`config.mk`:
```
export PLATFORM = sky130hd
export DESIGN_NAME = pmod_gpi_conditioner
export DESIGN_NICKNAME = d
export VERILOG_FILES = /design/src/rtl/pmod_gpi_pkg.sv /design/src/rtl/gpi_debounce_bit.sv /design/src/rtl/pmod_gpi_conditioner.sv
export SDC_FILE = /design/constraint.sdc
export NUM_CORES = 1
export LEC_CHECK = 0
export ABC_AREA = 1
export BUFFER_PORTS_ARGS = -buffer_cell sky130_fd_sc_hd__buf_2
export CORE_MARGIN = 2
export CORE_UTILIZATION = 35
export CTS_CLUSTER_DIAMETER = 80
export DETAILED_ROUTE_END_ITERATION = 16
export PLACE_DENSITY = 0.48
export SLEW_MARGIN = 30
export SYNTH_ARGS = -nofsm -noshare
export SYNTH_HDL_FRONTEND = slang
export SYNTH_SLANG_ARGS = --single-unit
```
`constraint.sdc`:
```
create_clock -name clk_in -period 3.2 [get_ports clk_in]
set_input_delay 0.64 -clock clk_in [delete_from_list [all_inputs] [get_ports clk_in]]
set_output_delay 0.64 -clock clk_in [all_outputs]
set_load 0.03 [all_outputs]
```
`src/rtl/pmod_gpi_pkg.sv`:
```
// Shared register map, reset values and per-bit conditioner state for the PMOD GPI
// input conditioner.
package pmod_gpi_pkg;

  localparam int unsigned CNT_MAX_W = 32;

  localparam logic [31:0] DEB_LIMIT_OFFS = 32'h00;
  localparam logic [31:0] LEVEL_OFFS     = 32'h04;
  localparam logic [31:0] RISE_EN_OFFS   = 32'h08;
  localparam logic [31:0] FALL_EN_OFFS   = 32'h0C;
  localparam logic [31:0] EVENT_OFFS     = 32'h10;

  localparam logic [31:0] DEB_LIMIT_RST = '0;
  localparam logic [31:0] RISE_EN_RST   = '0;
  localparam logic [31:0] FALL_EN_RST   = '0;
  localparam logic [31:0] EVENT_RST     = '0;

  // cnt is sized for the widest legal DEB_W; unused upper bits stay 0.
  typedef struct packed {
    logic                 s1;
    logic                 s2;
    logic                 deb;
    logic [CNT_MAX_W-1:0] cnt;
  } gpi_bit_state_t;

  localparam gpi_bit_state_t GPI_BIT_RST = '0;

  typedef enum logic [2:0] {
    SEL_NONE,
    SEL_DEB_LIMIT,
    SEL_LEVEL,
    SEL_RISE_EN,
    SEL_FALL_EN,
    SEL_EVENT
  } reg_sel_t;

  function automatic reg_sel_t decode_addr(input logic [31:0] addr);
    case (addr)
      DEB_LIMIT_OFFS: decode_addr = SEL_DEB_LIMIT;
      LEVEL_OFFS:     decode_addr = SEL_LEVEL;
      RISE_EN_OFFS:   decode_addr = SEL_RISE_EN;
      FALL_EN_OFFS:   decode_addr = SEL_FALL_EN;
      EVENT_OFFS:     decode_addr = SEL_EVENT;
      default:        decode_addr = SEL_NONE;
    endcase
  endfunction

endpackage

```
`src/rtl/gpi_debounce_bit.sv`:
```
// One conditioned input: 2-flop synchroniser, stable-count debouncer and
// single-cycle rise/fall pulses aligned with the debounced level update.
module gpi_debounce_bit #(
  parameter int unsigned DEB_W = 16
) (
  input  logic             clk_in,
  input  logic             reset_int,
  input  logic             i_pad,
  input  logic [DEB_W-1:0] i_limit,
  output logic             o_level,
  output logic             o_rise,
  output logic             o_fall
);
  import pmod_gpi_pkg::*;

  gpi_bit_state_t       r_st;
  logic                 w_mismatch;
  logic                 w_update;
  logic [CNT_MAX_W-1:0] w_limit;

  // >= rather than == so a lowered limit mid-count releases on the next edge.
  always_comb begin
    w_limit    = CNT_MAX_W'(i_limit);
    w_mismatch = r_st.s2 != r_st.deb;
    w_update   = w_mismatch && (r_st.cnt >= w_limit);
  end

  always_ff @(posedge clk_in) begin
    if (reset_int) begin
      r_st <= GPI_BIT_RST;
    end else begin
      r_st.s1 <= i_pad;
      r_st.s2 <= r_st.s1;
      if (w_update) begin
        r_st.deb <= r_st.s2;
        r_st.cnt <= '0;
      end else if (w_mismatch) begin
        r_st.cnt <= r_st.cnt + CNT_MAX_W'(1);
      end else begin
        r_st.cnt <= '0;
      end
    end
  end

  assign o_level = r_st.deb;
  assign o_rise  = w_update & r_st.s2;
  assign o_fall  = w_update & ~r_st.s2;

endmodule

```
`src/rtl/pmod_gpi_conditioner.sv`:
```
// PMOD input conditioner: per-bit debounce, sticky edge events with interrupt,
// and a zero-wait-state APB register slave.
module pmod_gpi_conditioner #(
  parameter int unsigned APB_AW = 10,
  parameter int unsigned APB_DW = 32,
  parameter int unsigned N_GPI  = 16,
  parameter int unsigned DEB_W  = 16
) (
  input  logic                clk_in,
  input  logic                reset_int,
  input  logic [APB_AW-1:0]   PADDR,
  input  logic                PSEL,
  input  logic                PENABLE,
  input  logic                PWRITE,
  input  logic [APB_DW-1:0]   PWDATA,
  input  logic [APB_DW/8-1:0] PSTRB,
  output logic [APB_DW-1:0]   PRDATA,
  output logic                PREADY,
  output logic                PSLVERR,
  input  logic                irq_en,
  input  logic [N_GPI-1:0]    pad_gpi,
  output logic [N_GPI-1:0]    gpi_clean,
  output logic                irq
);
  import pmod_gpi_pkg::*;

  logic [DEB_W-1:0]  r_deb_limit;
  logic [N_GPI-1:0]  r_rise_en;
  logic [N_GPI-1:0]  r_fall_en;
  logic [N_GPI-1:0]  r_event;

  logic [N_GPI-1:0]  w_level;
  logic [N_GPI-1:0]  w_rise;
  logic [N_GPI-1:0]  w_fall;
  logic [N_GPI-1:0]  w_set;
  logic [N_GPI-1:0]  w_clr;
  reg_sel_t          w_sel;
  logic              w_access;
  logic              w_err;
  logic              w_wr;
  logic [APB_DW-1:0] w_rmux;
  logic              w_unused_pwdata;

  for (genvar g = 0; g < N_GPI; g++) begin : g_bit
    gpi_debounce_bit #(.DEB_W(DEB_W)) u_bit (
      .clk_in    (clk_in),
      .reset_int (reset_int),
      .i_pad     (pad_gpi[g]),
      .i_limit   (r_deb_limit),
      .o_level   (w_level[g]),
      .o_rise    (w_rise[g]),
      .o_fall    (w_fall[g])
    );
  end

  // Access is masked by reset so a transfer caught by reset is abandoned.
  always_comb begin
    w_sel    = decode_addr(32'(PADDR));
    w_access = PSEL & PENABLE & ~reset_int;
    w_err    = (w_sel == SEL_NONE);
    if (PWRITE && ((w_sel == SEL_LEVEL) || (PSTRB != '1))) w_err = 1'b1;
    w_wr     = w_access & PWRITE & ~w_err;

    w_rmux = '0;
    case (w_sel)
      SEL_DEB_LIMIT: w_rmux = APB_DW'(r_deb_limit);
      SEL_LEVEL:     w_rmux = APB_DW'(w_level);
      SEL_RISE_EN:   w_rmux = APB_DW'(r_rise_en);
      SEL_FALL_EN:   w_rmux = APB_DW'(r_fall_en);
      SEL_EVENT:     w_rmux = APB_DW'(r_event);
      default:       w_rmux = '0;
    endcase

    PREADY  = w_access;
    PSLVERR = w_access & w_err;
    PRDATA  = w_access ? w_rmux : '0;

    w_set = (w_rise & r_rise_en) | (w_fall & r_fall_en);
    w_clr = (w_wr && (w_sel == SEL_EVENT)) ? PWDATA[N_GPI-1:0] : '0;
  end

  always_ff @(posedge clk_in) begin
    if (reset_int) begin
      r_deb_limit <= DEB_LIMIT_RST[DEB_W-1:0];
      r_rise_en   <= RISE_EN_RST[N_GPI-1:0];
      r_fall_en   <= FALL_EN_RST[N_GPI-1:0];
      r_event     <= EVENT_RST[N_GPI-1:0];
    end else begin
      if (w_wr && (w_sel == SEL_DEB_LIMIT)) r_deb_limit <= PWDATA[DEB_W-1:0];
      if (w_wr && (w_sel == SEL_RISE_EN))   r_rise_en   <= PWDATA[N_GPI-1:0];
      if (w_wr && (w_sel == SEL_FALL_EN))   r_fall_en   <= PWDATA[N_GPI-1:0];
      // Set applied after clear: a coincident new event survives the W1C.
      r_event <= (r_event & ~w_clr) | w_set;
    end
  end

  assign gpi_clean       = w_level;
  assign irq             = irq_en & (|r_event);
  assign w_unused_pwdata = &{1'b0, PWDATA};

endmodule

```
==> results_dict.tcl <==
set metrics [dict create \
    dp_hpwl_mm 51.4 \
    die_h_um 287 \
    remaining_drc_errors 0 \
    grt_overflow 0 \
    postCtsSetupRepairBufs 0 \
    synth-xor-area-share 0.0725 \
    first_pass_iters 5 \
    avgRoutedWirePerCell_um 14.7 \
    synth-async-reset-ratio 0 \
    hold_viol 0 \
    synth_top_area_frac 0.446 \
    synth_warnings 0 \
    rsz0062_at_grt "no" \
    antenna_found_initial 17 \
    critPathMaxFanout 8 \
    cts_buffers 73 \
    cts_buffer_depth 3 \
    finClkSkew_ns 0.0309 \
    power_per_cell_area_nw_per_um2 508 \
    start_util 0.354 \
    final_area_um2 33400 \
    antenna_left 0 \
    muxShareOfSynthArea 0 \
    synth-edff-count 0 \
    max_freq_mhz 327 \
    die_w_um 287 \
    clkSlewWorstSetupHoldPaths_ns 0.06 \
    crit_path_end_kind "output pin" \
    area_growth_pct 19.1 \
    netlist_instances 3360 \
    min_period_over_period 0.957 \
    cts_num_sinks 624 \
    vias 21700 \
    worst_pin_slew_ns 0.874 \
    cts_hold_buf 0 \
    critPathLaunchType "input pin" \
    synth_adder_area_share 0.121 \
    postPlaceCellArea_um2 30900 \
    p_leak_uw 0.0141 \
    yosysSeqAreaShare 0.446 \
    die_area_um2 82300 \
    slew-limit-headroom 0.417 \
    grt_pass1_wl_mm 113 \
    routabilityCongestion 0.794 \
    grt_use_total 0.175 \
    row_count 103 \
    drv_cap 0 \
    drt-total-wl_mm 71.4 \
    synthSimpleGateAreaFrac 0.231 \
    synth.most_common_cell "dfxtp_1" \
    htree_levels 3 \
    ioPinCount 119 \
    drive_gt1_frac 0.0804 \
    min_period_ns 3.06 \
    status "completed" \
    numPortBuffers 86 \
    ys_seq_elements 624 \
    syn_area_per_cell_um2 8.34 \
    synthTopCellsByArea "dfxtp_1, ha_1, nand2_1" \
    grt_pass1_vias 20800 \
    vias_per_cell 4.47 \
    drtIter0Drc 1006 \
    cts_tree "yes" \
    netlist_area_um2 28000 \
    synth_top_area_cell "dfxtp_1" \
    ys_types 41 \
    synth_top_family_by_area "simple AND/OR/NAND/NOR gates" \
    crit_type "in2out" \
    cts_resized 0 \
    setup_viol 0 \
    cts-root-buf "clkbuf_16" \
    maxSlewViolCount 0 \
    critPathArrivalTime_ns 2.42 \
    hold_path_class "in2reg" \
    ir_drop_mv 0.396 \
    grt_start_max_net_pins 110 \
    synth-compound-area-share 0.0628 \
    coreArea_um2 79100 \
    insertion_delay_ns 0.62 \
    setup_tns_ns 0 \
    yosys-top-cells-count "dfxtp_1, nand2_1, nor2_1, inv_1, ha_1" \
    cp.required_ns 2.56 \
    nNetsFinal 4091 \
    ys.flop_type "dfxtp_1" \
]
## placed cells by master, fill, tap and decap left out, drive strengths merged, types with 105 or more instances in the layout
cell type  synthesis  final
a21oi            182    182
nor2             461    461
buf               63    166
dfxtp            624    624
ha               272    272
nand3            142    142
xor2             132    132
inv              343    344
nand2            524    524
conb               1    256
nor3             106    106
clkbuf            42    105
## final timing paths
| path | start | end | slack, ns | cells after the start |
|---|---|---|---|---|
| worst max-delay path | PADDR[7] | PRDATA[4] | 0.14 | 10 |
| worst min-delay path | pad_gpi[1] | g_bit[1].u_bit.r_st[34] | 0.23 | 3 |
| worst max register to register | r_deb_limit[2] | g_bit[15].u_bit.r_st[16] | 0.44 | 10 |
| worst min register to register | g_bit[6].u_bit.r_st[34] | g_bit[6].u_bit.r_st[33] | 0.40 | 2 |
## routing by layer
layer  vias to the layer above  track usage  routed length (um)
li1                      11600            -                   -
met1                      9607        0.242               35100
met2                       312        0.278               30900
met3                       130       0.0306                3220
met4                        16       0.0549                2040
met5                         -            0                 116
## metrics by stage
stage / hold slack [ns] / worst slack, ns / utilization / power (uW) / std cells
6_report: 0.232 / 0.138 / 0.422 / 17000 / 4857
5_1_grt: 0.224 / 0.0385 / 0.422 / 17600 / 4855
4_1_cts: 0.198 / 0.106 / 0.422 / 17200 / 4855
3_5_place_dp: 0.398 / 0.109 / 0.390 / 8460 / 4726
3_3_place_gp: 0.398 / 0.105 / 0.390 / 8470 / 4726
2_1_floorplan: 0.388 / 0.544 / - / 8360 / 3615
## critical path, stage by stage
cell and delay (ns):
buf_2 0.11, nor2_2 0.20, nand2_1 0.14, nor2_4 0.17
nand2_4 0.11, nand4_2 0.13, nand2_1 0.09, buf_4 0.20
nor2_1 0.34, buf_2 0.28
## cell families after synthesis
| family | Yosys count |
|---|---|
| other | 1 |
| buffers and inverters | 450 |
| AOI/OAI and AO/OA | 319 |
| adders and majority gates | 272 |
| DFF | 624 |
| xor gates and xnor gates | 232 |
| and+or+nand+nor | 1462 |
## power breakdown
| part | switching (uW) | internal [uW] |
|---|---|---|
| clock | 3320 | 5350 |
| combinational | 209 | 70.9 |
| sequential | 55.0 | 7960 |
## final cells by class
type | instances | area, um2
sequential | 624 | 12500
clock inverter | 24 | 345
fill | 8070 | 45700
multi-input combinational | 2541 | 14600
inverter | 345 | 1290
antenna | 2 | 5.00
timing repair buffer | 166 | 1130
clock buffer | 105 | 2170
tap | 1050 | 1310
## sequential cells by signal, indices dropped and copies added (netlist names)
name and cells:
r_rise_en 16, g_bit.u_bit.o_level 16, r_event 16, r_deb_limit 16
r_fall_en 16, g_bit.u_bit.r_st 544
Note: power is estimated with default switching activity, not from simulation.
